--- src/rtl/ysyx_23060240_pkg.sv ---
// Shared types and constants for the ysyx_23060240 fetch path.
// The FAULT state exists only when YSYX_23060240_FETCH_FAULT_EN is defined.
package ysyx_23060240_pkg;

    localparam logic [31:0] RESET_PC_DEFAULT = 32'h8000_0000;
    localparam logic [31:0] PC_INC           = 32'h4;

    typedef enum logic [2:0] {
        IDLE,
        REQ,
        WAIT,
        HOLD
`ifdef YSYX_23060240_FETCH_FAULT_EN
        , FAULT
`endif
    } fetch_state_e;

endpackage

--- src/rtl/ysyx_23060240_fetch_ctrl.sv ---
// Single-outstanding instruction fetch controller: request, response, hold-for-decode.
// Optional fault trapping (misaligned redirect, bus error) under YSYX_23060240_FETCH_FAULT_EN.
import ysyx_23060240_pkg::*;

module ysyx_23060240_fetch_ctrl #(
    parameter logic [31:0] RESET_PC = RESET_PC_DEFAULT
) (
    input  logic        clk,
    input  logic        rst,
    output logic        imem_req_valid,
    output logic [31:0] imem_req_addr,
    input  logic        imem_req_ready,
    input  logic        imem_rsp_valid,
    input  logic [31:0] imem_rsp_data,
    input  logic        imem_rsp_err,
    output logic        imem_rsp_ready,
    output logic        inst_valid,
    output logic [31:0] inst,
    output logic [31:0] pc,
    input  logic        inst_ready,
    input  logic        redirect_en,
    input  logic [31:0] redirect_pc,
    output logic        fetch_fault
);

    fetch_state_e state;
    logic         req_hs;
    logic         rsp_hs;
    logic         inst_hs;
    logic [31:0]  redirect_tgt;

    assign req_hs        = (state == REQ)  && imem_req_valid && imem_req_ready;
    assign rsp_hs        = (state == WAIT) && imem_rsp_valid && imem_rsp_ready;
    assign inst_hs       = (state == HOLD) && inst_valid && inst_ready;
    assign imem_req_addr = pc;

`ifdef YSYX_23060240_FETCH_FAULT_EN
    logic fault_q;
    logic tgt_misaligned;

    assign redirect_tgt   = redirect_pc;
    assign tgt_misaligned = redirect_en && (redirect_pc[1:0] != 2'b00);
    assign fetch_fault    = fault_q;
`else
    logic unused_fault_inputs;

    // Without fault trapping, targets are forced word-aligned and bus errors are dropped.
    assign redirect_tgt        = {redirect_pc[31:2], 2'b00};
    assign fetch_fault         = 1'b0;
    assign unused_fault_inputs = ^{imem_rsp_err, redirect_pc[1:0]};
`endif

    always_ff @(posedge clk or negedge rst) begin
        if (!rst) begin
            state          <= IDLE;
            imem_req_valid <= 1'b0;
            imem_rsp_ready <= 1'b0;
            inst_valid     <= 1'b0;
`ifdef YSYX_23060240_FETCH_FAULT_EN
            fault_q        <= 1'b0;
`endif
        end else begin
            case (state)
                IDLE: begin
                    state          <= REQ;
                    imem_req_valid <= 1'b1;
                end
                REQ: begin
                    if (req_hs) begin
                        state          <= WAIT;
                        imem_req_valid <= 1'b0;
                        imem_rsp_ready <= 1'b1;
                    end
                end
                WAIT: begin
                    if (rsp_hs) begin
                        imem_rsp_ready <= 1'b0;
`ifdef YSYX_23060240_FETCH_FAULT_EN
                        if (imem_rsp_err) begin
                            state   <= FAULT;
                            fault_q <= 1'b1;
                        end else begin
                            state      <= HOLD;
                            inst_valid <= 1'b1;
                        end
`else
                        state      <= HOLD;
                        inst_valid <= 1'b1;
`endif
                    end
                end
                HOLD: begin
                    if (inst_hs) begin
                        inst_valid <= 1'b0;
`ifdef YSYX_23060240_FETCH_FAULT_EN
                        if (tgt_misaligned) begin
                            state   <= FAULT;
                            fault_q <= 1'b1;
                        end else begin
                            state          <= REQ;
                            imem_req_valid <= 1'b1;
                        end
`else
                        state          <= REQ;
                        imem_req_valid <= 1'b1;
`endif
                    end
                end
`ifdef YSYX_23060240_FETCH_FAULT_EN
                // Terminal: only reset leaves FAULT.
                FAULT: begin
                    imem_req_valid <= 1'b0;
                    imem_rsp_ready <= 1'b0;
                    inst_valid     <= 1'b0;
                end
`endif
                default: begin
                    state          <= IDLE;
                    imem_req_valid <= 1'b0;
                    imem_rsp_ready <= 1'b0;
                    inst_valid     <= 1'b0;
                end
            endcase
        end
    end

    // PC advances only when decode consumes the held instruction; a fault keeps the offending address.
    always_ff @(posedge clk or negedge rst) begin
        if (!rst) begin
            pc   <= RESET_PC;
            inst <= 32'h0;
        end else begin
            if (inst_hs) begin
                pc <= redirect_en ? redirect_tgt : pc + PC_INC;
            end
            if (rsp_hs) begin
                inst <= imem_rsp_data;
            end
        end
    end

endmodule

--- config.mk ---
export PLATFORM = sky130hd
export DESIGN_NAME = ysyx_23060240_fetch_ctrl
export DESIGN_NICKNAME = d
export VERILOG_FILES = /design/src/rtl/ysyx_23060240_pkg.sv /design/src/rtl/ysyx_23060240_fetch_ctrl.sv
export SDC_FILE = /design/constraint.sdc
export NUM_CORES = 1
export LEC_CHECK = 0
export CELL_PAD_IN_SITES_DETAIL_PLACEMENT = 0
export CELL_PAD_IN_SITES_GLOBAL_PLACEMENT = 1
export CORE_AREA = 2 2 109 111
export CTS_BUF_LIST = sky130_fd_sc_hd__clkbuf_4 sky130_fd_sc_hd__clkbuf_8
export DETAILED_ROUTE_END_ITERATION = 10
export DIE_AREA = 0 0 111 113
export GPL_ROUTABILITY_DRIVEN = 0
export GPL_TIMING_DRIVEN = 0
export PLACE_DENSITY = 0.87
export SYNTH_ARGS = -nofsm -noshare
export SYNTH_HDL_FRONTEND = slang
export SYNTH_SLANG_ARGS = --single-unit
--- constraint.sdc ---
create_clock -name clk -period 3.6 [get_ports clk]
set_clock_uncertainty 0.15 [all_clocks]
set_input_delay 1.08 -clock clk [delete_from_list [all_inputs] [get_ports clk]]
set_output_delay 1.08 -clock clk [all_outputs]
set_load 0.005 [all_outputs]
==> summary.txt, run 1 <==
Detail Route Antenna Nets: 0
Share of layout cells above drive strength 1: 16.5%
Cell count after synthesis: 389
Largest family of logic cells by synthesized area: simple AND/OR/NAND/NOR gates
GRT Residual Overflow: 0
Delay-heaviest family, CP: buffers and inverters
Crit path largest cell delay: 0.56 ns
Req. time, crit path: 3.72 ns
Post-synth ARST share: 100%
XOR/XNOR Fraction of Synth Area: 0%
Flops & latches, synth: 67
Via density: 5.37
Worst-margin pin slew: 0.885 ns
Crit path time final: 3.15 ns
Post-synth cell types: 55
Post-layout power: 2.77 mW
CTS tree: done
Final setup viols: 0
Fillers: 1068
EDFF count, synth: 0
Critical setup path kind: input pin to flop
Die ar.: 12500 um^2
CTS H-tree lvls: 3
Leakage: 2.44 nW
Worst setup SP type: input pin
Sw frac: 28.5%
Final Core Density: 51.9%
Die Wd: 111 um
Dpl cells: 698
Sequential power share: 39.4%
Worst Slack Setup Final: 0.451 ns
Footprint of the multi-input gates: 1740 um^2
DPL Wire Length: 9410 um
Synth warnings: 0
CP cell instances: clkdlybuf4s50_1, clkbuf_1, clkbuf_1, clkbuf_1, nor2_1, a211oi_1
Slowest-stage cell, CP: clkbuf_1
Final Hold Violating Endpoints: 0
Hold slack: 0.358 ns
Starting Density: 33.8%
CTS buffer count: 9
TritonRoute pass-1 iters: 5
Hold-fix buffers, CTS: 0
Vias: 3834
Internal power: 1.98 mW
P_sw: 791 uW
Average instance area after synthesis: 9.80 um^2
Num ports: 171
Non-filler instance count after layout: 714
Hold WC Path Type: flop to flop
Vias in the first global route: 3821
Combinational Power Share: 34.4%
WP data arrival: 3.27 ns
Clk_lat worst skew: 0.35 ns
Port Buffer Count: 162
Post-Synth Simple-Gate Area: 17.5%
Complex-gate fraction of the synthesized area: 15.5%
Crit-path most repeated cell: clkbuf_1
Mux cell area share after synthesis: 10.3%
Placement Rows: 39
Buffers & Inverters on Critical Path: 4
Chip Height: 113 um
Initial antenna violation count: 0
Starting DRT DRC Count: 208
Largest net degree at the start of global routing: 68
Total GRT Usage: 20.3%
Fmax: 318 MHz
Clock share of power: 26.2%
PostCTS Resize Cnt: 0
First-pass GRT wire length: 20200 um
Sequential cell area: 1680 um^2
ANT cells: 0
Root Buffer: clkbuf_8
Final net count: 643
Most used DFF post-synth: dfrtp_1
Slew Limit Fails: 0
Max Cap Violations: 0
Worst vdd ir: 0.337 mV
Post-Syn Area: 3810 um^2
Final instance area: 5850 um^2
Reg clk slew, reported paths: 0.08 ns
Wire per inst: 17.9 um
Slew margin rel.: 41.0%
Area after DPL: 5630 um^2
Setup TNS: 0 ns
Seq/Total Area, Yosys: 44.0%
Final WL: 12800 um
Setup bufs post-CTS: 0
Syn-to-layout area delta: 53.5%
Clock sinks: 67
P per Cell Area: 474 nW/um^2
RSZ-0062 raised after global routing: false
Status: completed
DR DRC count: 0
Final cycle utilization of the critical path: 87.5%
Synth Area in Adders: 1.97%
Core area: 11300 um^2
Critical path peak fanout: 10
Post-Place Setup Slack: 0.0500 ns
Clk buf depth: 2
Endpoint type of the worst setup path: flop
==> cell usage in the layout (no fill, tap or decap), drive strengths merged, types with 12 or more instances in the layout <==
cell type and n:
clkbuf 30, nand4 14, nor2 26, nor3 12, and3 12, dfrtp 66, mux2 33, o21ai 23
buf 41, nand3 21, a21oi 17, clkdlybuf4s50 161
==> cell type report <==
type                    count  area share (%)
flip-flops and latches     67            28.7
repair buffers            162            27.7
clock buffers              10            2.35
plain buffers              60            6.26
multi-input cells         255            29.8
well taps                 143            3.06
inverters                  11           0.705
clock inverters             6            1.52
==> final timing paths <==
check | from | to | slack (ns) | depth (start not counted)
max reg2reg | state[0] | imem_req_addr[6] | 1.19 | 5
min reg2reg | inst[11] | inst[11] | 0.36 | 1
max in group asynchronous | rst | inst[24] | 2.03 | 1
max | redirect_en | imem_req_addr[30] | 0.45 | 6
min | inst[11] | inst[11] | 0.36 | 1
min in group asynchronous | rst | imem_req_addr[27] | 0.68 | 1
==> power groups by stage <==
stage / combinational (mW) / clock (mW) / sequential (mW)
CTS: 0.968 / 0.740 / 1.09
global route: 1.04 / 0.775 / 1.12
detailed placement: 0.957 / 0 / 1.11
floorplan: 0.365 / 0 / 1.09
global placement: 0.944 / 0 / 1.09
finish: 0.954 / 0.727 / 1.09
==> kinds of logic after synthesis <==
logic type      count (synthesis)
other cells                     1
mux                            35
flops                          67
fa+ha+maj                       6
compound gates                 88
buf+inv                        71
simple gates                  121
==> Yosys cell counts, types with 3 or more instances <==
cell type	number	share of area (%)
a211oi_1	3	0.59
a21oi_1	17	2.2
nand3_1	19	2.5
dfrtp_1	66	43
nor2_1	26	2.6
a22oi_1	3	0.59
and4_1	4	0.92
nand4_1	13	2.1
nand2_1	10	0.98
a31oi_1	6	0.98
o21ai_0	23	3.0
ha_1	6	2.0
or3_1	4	0.66
and3_1	12	2.0
o2bb2ai_1	3	0.69
o22ai_1	3	0.49
a311o_1	3	0.79
nor4_1	9	1.5
nor3_1	12	1.6
clkbuf_1	20	2.0
inv_1	11	1.1
mux2_2	33	9.7
buf_4	35	6.9
a311oi_1	4	0.92
==> sequential cells by signal (all words and copies together), names as in the netlist <==
register        cells
imem_rsp_ready      1
imem_req_valid      1
state               2
inst_valid          1
imem_req_addr      30
inst               32
==> per-layer routing <==
| layer | global-route usage (%) | part of all wire [%] | vias up |
|---|---|---|---|
| li1 | - | - | 1765 |
| met1 | 24.7 | 39 | 1817 |
| met2 | 33.4 | 47 | 236 |
| met3 | 8.57 | 12 | 16 |
| met4 | 5.33 | 1.5 | 0 |
| met5 | 0 | 0 | - |
(Power assumes the default switching activity.)
==> inputs of run 2 (changes only) <==
Settings changed: SKIP_LAST_GASP from default to 1.
==> results of run 2 <==
Same layout as run 1: the final DEF is identical, and so are final timing and power.
